`src/rtl/panel_input.sv`:
```
// Front-panel button conditioning (2FF sync + debounce) and UI settings registers for the washer.
// Press-to-pulse latency is DEBOUNCE_CYCLES+2 cycles; outputs are registered and there is no backpressure.
module panel_input #(
  parameter int DEBOUNCE_CYCLES   = 20,
  parameter int LONG_PRESS_CYCLES = 100,
  parameter int CNT_W             = 8
) (
  input  logic       cp,
  input  logic       rst,
  input  logic [2:0] state,
  input  logic       powerBtn,
  input  logic       startBtn,
  input  logic       modeBtn,
  input  logic       weightBtn,
  output logic       powerPulse,
  output logic       startPulse,
  output logic       modePulse,
  output logic       weightPulse,
  output logic [2:0] weight,
  output logic [9:0] data
);

  localparam logic [CNT_W-1:0] DB_LAST   = CNT_W'(DEBOUNCE_CYCLES - 1);
  localparam logic [CNT_W-1:0] HOLD_LAST = CNT_W'(LONG_PRESS_CYCLES - 1);
  localparam logic [CNT_W-1:0] HOLD_MAX  = CNT_W'(LONG_PRESS_CYCLES);

  localparam int BTN_POWER  = 0;
  localparam int BTN_START  = 1;
  localparam int BTN_MODE   = 2;
  localparam int BTN_WEIGHT = 3;

  localparam logic [2:0] STATE_BEGIN   = 3'd1;
  localparam logic [2:0] STATE_SET     = 3'd2;
  localparam logic [2:0] MODE_LAST     = 3'd5;
  localparam logic [2:0] WEIGHT_MIN    = 3'd1;
  localparam logic [2:0] WEIGHT_MAX    = 3'd5;
  localparam logic [2:0] WEIGHT_INIT   = 3'd3;
  localparam logic [7:0] PROG_ALL_ON   = 8'hFF;

  logic [3:0]       rawBtn;
  logic [3:0]       sync1;
  logic [3:0]       sync2;
  logic [3:0]       db;
  logic [3:0]       dbQ;
  logic [3:0]       press;
  logic [CNT_W-1:0] dbCnt [4];
  logic [CNT_W-1:0] holdCnt;

  logic       powerOn;
  logic       setFlag;
  logic [2:0] mode;
  logic [7:0] programBits;

  logic       editable;
  logic       startAcc;
  logic       modeAcc;
  logic       weightAcc;
  logic       powerToggle;
  logic [2:0] nextMode;
  logic [2:0] nextWeight;

  function automatic logic [7:0] programTable(input logic [2:0] m);
    logic [7:0] bits;
    case (m)
      3'd0:    bits = 8'hFF;
      3'd1:    bits = 8'hC0;
      3'd2:    bits = 8'hFC;
      3'd3:    bits = 8'h3F;
      3'd4:    bits = 8'h3C;
      3'd5:    bits = 8'h03;
      default: bits = 8'hFF;
    endcase
    return bits;
  endfunction

  assign rawBtn = {weightBtn, modeBtn, startBtn, powerBtn};

  // Sync and debounce: a new level is accepted only after DEBOUNCE_CYCLES consecutive differing samples.
  always_ff @(posedge cp or posedge rst) begin
    if (rst) begin
      sync1 <= '0;
      sync2 <= '0;
      db    <= '0;
      dbQ   <= '0;
      for (int i = 0; i < 4; i++) begin
        dbCnt[i] <= '0;
      end
    end else begin
      sync1 <= rawBtn;
      sync2 <= sync1;
      dbQ   <= db;
      for (int i = 0; i < 4; i++) begin
        if (sync2[i] == db[i]) begin
          dbCnt[i] <= '0;
        end else if (dbCnt[i] == DB_LAST) begin
          db[i]    <= sync2[i];
          dbCnt[i] <= '0;
        end else begin
          dbCnt[i] <= dbCnt[i] + 1'b1;
        end
      end
    end
  end

  assign press       = db & ~dbQ;
  assign editable    = powerOn && ((state == STATE_BEGIN) || (state == STATE_SET));
  assign startAcc    = press[BTN_START] && powerOn;
  assign modeAcc     = press[BTN_MODE] && editable;
  assign weightAcc   = press[BTN_WEIGHT] && editable;
  assign powerToggle = db[BTN_POWER] && (holdCnt == HOLD_LAST);
  assign nextMode    = (mode == MODE_LAST) ? 3'd0 : mode + 3'd1;
  assign nextWeight  = (weight == WEIGHT_MAX) ? WEIGHT_MIN : weight + 3'd1;

  // Later assignments deliberately override earlier ones: start clears setFlag, power-off clears everything.
  always_ff @(posedge cp or posedge rst) begin
    if (rst) begin
      holdCnt     <= '0;
      powerPulse  <= 1'b0;
      startPulse  <= 1'b0;
      modePulse   <= 1'b0;
      weightPulse <= 1'b0;
      powerOn     <= 1'b0;
      setFlag     <= 1'b0;
      mode        <= 3'd0;
      programBits <= PROG_ALL_ON;
      weight      <= WEIGHT_INIT;
    end else begin
      if (!db[BTN_POWER]) begin
        holdCnt <= '0;
      end else if (holdCnt != HOLD_MAX) begin
        holdCnt <= holdCnt + 1'b1;
      end

      powerPulse  <= powerToggle;
      startPulse  <= startAcc;
      modePulse   <= modeAcc;
      weightPulse <= weightAcc;

      if (modeAcc) begin
        mode        <= nextMode;
        programBits <= programTable(nextMode);
      end
      if (weightAcc) begin
        weight <= nextWeight;
      end
      if (modeAcc || weightAcc) begin
        setFlag <= 1'b1;
      end
      if (startAcc) begin
        setFlag <= 1'b0;
      end

      if (powerToggle) begin
        powerOn <= ~powerOn;
        if (powerOn) begin
          mode        <= 3'd0;
          programBits <= PROG_ALL_ON;
          weight      <= WEIGHT_INIT;
          setFlag     <= 1'b0;
        end
      end
    end
  end

  assign data = {setFlag, powerOn, programBits};

endmodule

```
`config.mk`:
```
export PLATFORM = sky130hd
export DESIGN_NAME = panel_input
export DESIGN_NICKNAME = d
export VERILOG_FILES = /design/src/rtl/panel_input.sv
export SDC_FILE = /design/constraint.sdc
export NUM_CORES = 1
export LEC_CHECK = 0
export ABC_AREA = 1
export CAP_MARGIN = 20
export CORE_ASPECT_RATIO = 2
export CORE_UTILIZATION = 27
export CTS_CLUSTER_SIZE = 40
export DETAILED_ROUTE_END_ITERATION = 8
export GPL_ROUTABILITY_DRIVEN = 0
export SYNTH_ARGS = -nofsm -noshare
export SYNTH_HDL_FRONTEND = slang
export SYNTH_SLANG_ARGS = --single-unit
```
`constraint.sdc`:
```
create_clock -name cp -period 4.6 [get_ports cp]
set_input_delay 0.92 -clock cp [delete_from_list [all_inputs] [get_ports cp]]
set_output_delay 0.92 -clock cp [all_outputs]
set_load 0.01 [all_outputs]
```
==> results of run 1 <==
## metrics by stage
stage          utilization, %  hold slack, ns  std cells
3_5_place_dp             30.6           0.345        560
3_3_place_gp             30.6           0.334        560
6_report                 32.9           0.357        576
2_1_floorplan               -           0.331        394
4_1_cts                  32.9           0.361        576
5_1_grt                  32.9           0.358        576
## cells in the mapped netlist, types with 2 or more instances
cell type,count,area [µm²]
dfrtp_1,65,1630
o21ai_1,2,10.0
xor2_1,15,131
nand4_1,5,31.3
a21oi_1,4,20.0
nand3_1,62,310
inv_2,2,7.51
o211ai_1,5,37.5
nand2_1,62,233
xnor2_1,8,70.1
nor2_4,2,22.5
buf_4,4,30.0
dfstp_2,10,263
inv_1,46,173
nor2_1,55,206
nor2_2,2,12.5
nor3_1,16,80.1
ha_1,6,75.1
buf_6,3,33.8
nand2_2,2,12.5
o21ai_0,11,55.1
## cell families after synthesis
| group | Yosys count |
|---|---|
| simple gates | 208 |
| fa+ha+maj | 6 |
| flops | 75 |
| xor+xnor | 23 |
| compound gates | 23 |
| buf+inv | 59 |
## path summary, 6_finish.rpt
| check | start | to | cells past startpoint |
|---|---|---|---|
| min in group asynchronous | rst | holdCnt[3] | 2 |
| max in group asynchronous | rst | weightPulse | 3 |
| max | powerOn | data[8] | 1 |
| max reg2reg | db[0] | flop | 5 |
| min reg2reg | sync1[2] | sync2[2] | 0 |
| min | sync1[2] | sync2[2] | 0 |
## area by class of cell
class | instances | area share, %
repair buffers | 26 | 6.20
multi-input cells | 260 | 32.3
flip-flops and latches | 75 | 45.5
well taps | 150 | 4.52
inverters | 49 | 4.49
clock buffers | 15 | 6.93
clock inverters | 1 | 0.120
## per-layer routing
layer / track usage (%) / routed length [µm] / vias up
li1: - / - / 1322
met1: 11.5 / 2620 / 1266
met2: 21.6 / 3850 / 44
met3: 1.74 / 178 / 11
met4: 7.18 / 169 / 0
met5: 0 / 0 / -
## power by group through the flow
stage          registers [mW]  clock network (mW)  logic, mW
6_report                0.682               0.671     0.0469
3_5_place_dp            0.694                   0     0.0485
5_1_grt                 0.683               0.715     0.0561
4_1_cts                 0.682               0.689     0.0489
2_1_floorplan           0.691                   0     0.0315
3_3_place_gp            0.693                   0     0.0464
==> metrics.yaml, run 1 <==
routing:
  wl_per_cell_um: 11.8
  drt_iter0_drc: 136
  viasPerCell: 4.59
  routed_wl_um: 6810
  ant_nets: 0
  drt_pass1_iterations: 4
  vias: 2643
  drcViolationCount: 0
clocking:
  h-tree-depth: 3
  cts_tree: "done"
  clk_path_buf_depth: 2
  clk_latency_ns: 0.33
  hold_buffers: 0
  path_clk_slew_ns: 0.06
  numCtsBuffers: 9
  post_cts_buffers: 0
  cts_sinks: 75
  ctsResizeCount: 0
  root_buffer: "clkbuf_16"
finish:
  finish.instance_area_um2: 4150
  multi_input_area_um2: 1340
  final.fill_count: 1322
  final_nets: 436
  diodes: 0
  final_common_cell: "dfrtp_1"
  regArea_um2: 1890
  syn2layout_area_growth_pct: 18.9
  final_cell_mix: "dfrtp_1 (65), nand2_1 (62), nand3_1 (62)"
  drive_gt1_share_pct: 8.69
power_and_ir_drop:
  p_clk_share_pct: 47.9
  vdd_ir_drop_max_uv: 188
  seqPwrFrac_pct: 48.7
  power.density_nw_per_um2: 337
  swShare_pct: 20.5
  combinationalPowerShare_pct: 3.3
  power_mw: 1.40
  p_leak_nw: 1.92
  internal_power_mw: 1.11
  p_sw_uw: 287
worst_setup_path:
  crit_type: "reg -> out"
  cp-end-kind: "output pin"
  critPathTopFamily: "flip-flops"
  cp-start-kind: "flop"
  rrSetupSlack_ns: 2.69
  crit_path_max_fanout: 10
  cp_data_arrival_time_ns: 1.58
  crit_chain: "clkdlybuf4s50_1"
  worstPathRequired_ns: 3.68
  path_buf_inv: 1
  slowest_stage: "dfrtp_1"
  cp_slowest_stage_delay_ns: 0.62
synthesis:
  synth_cells: 394
  synth_edf_count: 0
  yosysWarnings: 0
  synth-simple-area-share_pct: 26.8
  synth.distinct_cells: 28
  synth_xor_area_share_pct: 5.77
  syn_avg_cell_area_um2: 8.87
  synth_compound_area_share_pct: 3.69
  synth-seq-area-share_pct: 54.1
  muxShareOfSynthArea_pct: 0
  synthAdderAreaFrac_pct: 2.15
  syn_nets: 409
  synth_top_family_by_area: "simple AND/OR/NAND/NOR gates"
  synth-seq-cells: 75
  synth-main-ff-cell: "dfrtp_1"
  ys_async_sr_fraction_pct: 100
  syn_area_um2: 3490
sta:
  final-setup-viol-count: 0
  rsz0062_at_grt: "no"
  setup_slack_ns: 2.10
  tightest_slew_ns: 0.638
  fmax_mhz: 400
  setup_tns_ns: 0
  drv_slew: 0
  skew_ns: 0.00558
  hold_viol_final: 0
  slew_headroom_pct: 57.5
  period_share_pct: 54.3
  layout_min_cycle_time_ns: 2.50
place:
  dpl_worst_slack_ns: 2.19
  placed_cell_area_um2: 3860
  hpwl_um: 4930
  numPortBuffers: 25
worst_hold_path:
  hold_path_class: "reg -> reg"
die:
  core-area_um2: 12600
  die-area_um2: 13400
  die_w_um: 82.4
  initial_utilization_pct: 27.7
  num_rows: 58
  die_height_um: 163
  io_pins: 26
global_route:
  grt_pass1_vias: 2739
  grtUsageTotal_pct: 11.6
  grt_max_degree: 53
  grt_first_pass_wirelength_um: 11800
  grt_antenna_before_repair: 0
  grt_overflow_total: 0
outcome:
  outcome: "finished clean"
run:
  maxCapViolations: 0
(Power assumes the default switching activity.)
==> inputs of run 2 (changes only) <==
clock period = 2.1 ns   (was 4.6 ns; I/O delays follow)
==> run 2 against run 1 <==
Critical path type unchanged. Largest power group is now the clock network. Flip-flop and latch count stayed put. Sequential power is 120% higher. Setup slack worse by 2.0 ns. Routed wire length is 3.3% lower. Highest routed layer unchanged. Critical path depth stayed put.
==> metrics.yaml, run 2 (same netlist as run 1, synthesis figures left out) <==
outcome:
  outcome: "finished clean"
worst_setup_path:
  crit_type: "reg -> out"
  cp-end-kind: "output pin"
  cp_data_arrival_time_ns: 1.54
  critPathTopFamily: "buffers and inverters"
  path_buf_inv: 1
  crit_path_max_fanout: 10
  cp_slowest_stage_delay_ns: 0.62
  crit_chain: "clkdlybuf4s50_1"
  slowest_stage: "clkdlybuf4s50_1"
  cp-start-kind: "flop"
  worstPathRequired_ns: 1.68
finish:
  multi_input_area_um2: 1340
  final_common_cell: "dfrtp_1"
  final_nets: 440
  syn2layout_area_growth_pct: 22.0
  regArea_um2: 1890
  drive_gt1_share_pct: 9.77
  finish.instance_area_um2: 4260
  final.fill_count: 1311
  diodes: 0
  final_cell_mix: "dfrtp_1 (65), nand2_1 (62), nand3_1 (62)"
routing:
  drt_iter0_drc: 182
  drcViolationCount: 0
  wl_per_cell_um: 11.4
  routed_wl_um: 6590
  viasPerCell: 4.48
  drt_pass1_iterations: 4
  vias: 2596
  ant_nets: 0
die:
  num_rows: 58
  core-area_um2: 12600
  die_w_um: 82.4
  io_pins: 26
  die_height_um: 163
  initial_utilization_pct: 27.7
  die-area_um2: 13400
global_route:
  grtUsageTotal_pct: 11.3
  grt_overflow_total: 0
  grt_first_pass_wirelength_um: 11600
  grt_antenna_before_repair: 0
  grt_max_degree: 27
  grt_pass1_vias: 2560
clocking:
  path_clk_slew_ns: 0.05
  clk_path_buf_depth: 2
  clk_latency_ns: 0.33
  post_cts_buffers: 0
  h-tree-depth: 3
  numCtsBuffers: 9
  root_buffer: "clkbuf_16"
  cts_sinks: 75
  ctsResizeCount: 0
  cts_tree: "done"
  hold_buffers: 0
sta:
  setup_tns_ns: 0
  setup_slack_ns: 0.137
  final-setup-viol-count: 0
  tightest_slew_ns: 0.443
  fmax_mhz: 510
  slew_headroom_pct: 70.4
  period_share_pct: 93.5
  layout_min_cycle_time_ns: 1.96
  hold_viol_final: 0
  drv_slew: 0
  rsz0062_at_grt: "no"
  skew_ns: 0.00675
worst_hold_path:
  hold_path_class: "reg -> reg"
power_and_ir_drop:
  power.density_nw_per_um2: 786
  p_leak_nw: 1.97
  vdd_ir_drop_max_uv: 388
place:
  hpwl_um: 4760
  numPortBuffers: 25
  dpl_worst_slack_ns: 0.206
  placed_cell_area_um2: 3920
run:
  maxCapViolations: 0
run 2: final timing paths:
check	from	to	slack [ns]	depth (start not counted)
worst max register to register	powerOn	flop	0.54	5
worst min-delay path	sync1[0]	sync2[0]	0.35	0
max in group asynchronous	rst	async pin	1.11	3
worst min register to register	sync1[0]	sync2[0]	0.35	0
min in group asynchronous	rst	dbCnt[11]	0.45	2
worst max-delay path	powerOn	data[8]	0.14	1
run 2: metrics by stage:
stage	total power [mW]	utilization, %	instances	hold WS [ns]
after floorplan	1.58	-	394	0.331
after CTS	3.40	33.8	580	0.346
after global routing	3.48	33.8	580	0.360
after global placement	1.63	31.0	564	0.333
final	3.35	33.8	580	0.347
after detailed placement	1.63	31.0	564	0.335
run 2: power breakdown:
group | leakage, nW | total [mW] | switching (mW) | internal [mW]
Clock | 0.169 | 1.74 | 0.556 | 1.19
Sequential | 0.959 | 1.49 | 0.0198 | 1.47
Combinational | 0.839 | 0.112 | 0.0667 | 0.0457
Total | 1.97 | 3.35 | 0.643 | 2.71
run 2: per-layer routing:
layer  vias up  global-route usage [%]  share of wire (%)
li1       1332                       -                  -
met4         0                    6.06                2.7
met3        14                    2.80                3.4
met2        42                    19.0                 50
met1      1208                    12.7                 44
met5         -                       0                  0
run 2: cell type report:
cell class                      count  area share [%]
Clock inverter                      5            2.35
Timing Repair Buffer               30            7.34
Inverter                           49            4.46
Multi-Input combinational cell    260            31.4
Tap cell                          150            4.40
Clock buffer                       11            5.69
Sequential cell                    75            44.3
==> inputs of run 3 (changes only) <==
CTS_BUF_LIST = sky130_fd_sc_hd__clkbuf_2   (was default)
==> run 3 against run 2 <==
Non-clock buffer count is 6 higher. Sequential power about the same. Clock power fell by 43%. Largest power group is now registers. Highest routed layer unchanged.
==> metrics.yaml, run 3 (same netlist as run 1, synthesis figures left out) <==
sta:
  hold_viol_final: 0
  drv_slew: 0
  final-setup-viol-count: 0
  setup_tns_ns: 0
  fmax_mhz: 516
  holdWs_ns: 0.231
  slew_headroom_pct: 70.6
  skew_ns: 0.0262
  period_share_pct: 92.2
  rsz0062_at_grt: "no"
  layout_min_cycle_time_ns: 1.94
  tightest_slew_ns: 0.440
worst_setup_path:
  slowest_stage: "clkdlybuf4s50_1"
  crit_chain: "clkdlybuf4s50_1"
  path_buf_inv: 1
  cp_slowest_stage_delay_ns: 0.55
  worst_r2r_path_depth: 6
  worstPathRequired_ns: 1.68
  rrSetupSlack_ns: 0.58
  worstReg2RegStart: "holdCnt[1]"
  crit_type: "reg -> out"
  cp_data_arrival_time_ns: 1.52
  critPathTopFamily: "buffers and inverters"
  crit_path_max_fanout: 6
  cp-start-kind: "flop"
  cp-end-kind: "output pin"
run:
  maxCapViolations: 0
clocking:
  path_clk_slew_ns: 0.19
  hold_buffers: 0
  cts_sinks: 75
  root_buffer: "clkbuf_2"
  clk_path_buf_depth: 2
  numCtsBuffers: 9
  cts_tree: "done"
  h-tree-depth: 3
  clk_latency_ns: 0.52
power_and_ir_drop:
  vdd_ir_drop_max_uv: 362
  power.density_nw_per_um2: 631
  p_leak_nw: 1.90
finish:
  final.fill_count: 1339
  final_cell_mix: "dfrtp_1 (63), nand2_1 (62), nand3_1 (62)"
  syn2layout_area_growth_pct: 17.8
  multi_input_area_um2: 1340
  diodes: 0
  regArea_um2: 1890
  drive_gt1_share_pct: 11.5
  final_common_cell: "dfrtp_1"
  final_nets: 446
routing:
  routed_wl_um: 6500
  drt_pass1_iterations: 4
  vias: 2637
  wl_per_cell_um: 11.1
  ant_nets: 0
  viasPerCell: 4.50
  drt_iter0_drc: 179
  drcViolationCount: 0
global_route:
  grt_first_pass_wirelength_um: 11400
  grtUsageTotal_pct: 11.2
  grt_max_degree: 27
  grt_overflow_total: 0
  grt_antenna_before_repair: 0
  grt_pass1_vias: 2570
place:
  hpwl_um: 4760
  numPortBuffers: 25
die:
  initial_utilization_pct: 27.7
  die_w_um: 82.4
  num_rows: 58
  core-area_um2: 12600
  die-area_um2: 13400
  die_height_um: 163
  io_pins: 26
outcome:
  outcome: "finished clean"
worst_hold_path:
  hold_path_class: "in -> async"
-- run 3: worst max path at each step --
stage	startpoint	endpoint	slack (ns)	cells past startpoint
final	flop	weight[2]	0.16	1
after global placement	state[2]	flop	0.24	7
after floorplan	holdCnt[0]	setFlag	0.83	7
after global routing	flop	weight[2]	0.02	1
after CTS	flop	data[7]	0.001	1
after detailed placement	state[2]	flop	0.21	7
-- run 3: metrics by stage --
stage                     utilization, %  cells  cell area [µm²]  setup WS (ns)  total power, mW
after global placement              31.0    564             3920          0.241             1.63
after CTS                           32.5    586             4110        0.00133             2.65
after detailed placement            31.0    564             3920          0.206             1.63
after floorplan                        -    394             3500          0.833             1.58
final                               32.6    586             4120          0.163             2.60
after global routing                32.6    586             4120         0.0168             2.73
-- run 3: routing by layer --
layer | GRT usage (%) | wire, µm | vias up
li1 | - | - | 1338
met1 | 12.5 | 2850 | 1240
met2 | 18.5 | 3270 | 49
met3 | 3.81 | 252 | 10
met4 | 5.50 | 129 | 0
met5 | 0 | 0 | -
-- run 3: area by class of cell --
class / instances / share of cell area (%)
Multi-Input combinational cell: 260 / 32.6
Clock buffer: 10 / 1.22
Inverter: 49 / 4.62
Clock inverter: 6 / 2.52
Tap cell: 150 / 4.56
Sequential cell: 75 / 46.0
Timing Repair Buffer: 36 / 8.54
-- run 3: power by group --
part / total [mW] / internal (mW) / switching (mW)
Clock: 0.993 / 0.511 / 0.482
Sequential: 1.49 / 1.47 / 0.0189
Combinational: 0.111 / 0.0454 / 0.0658
-- run 3: timing repair --
item,in CTS,in global routing
pin swaps,0,0
endpoints found under the hold margin,0,0
setup endpoints to repair,11,3
buffers inserted,6,0
gates resized for setup,10,3
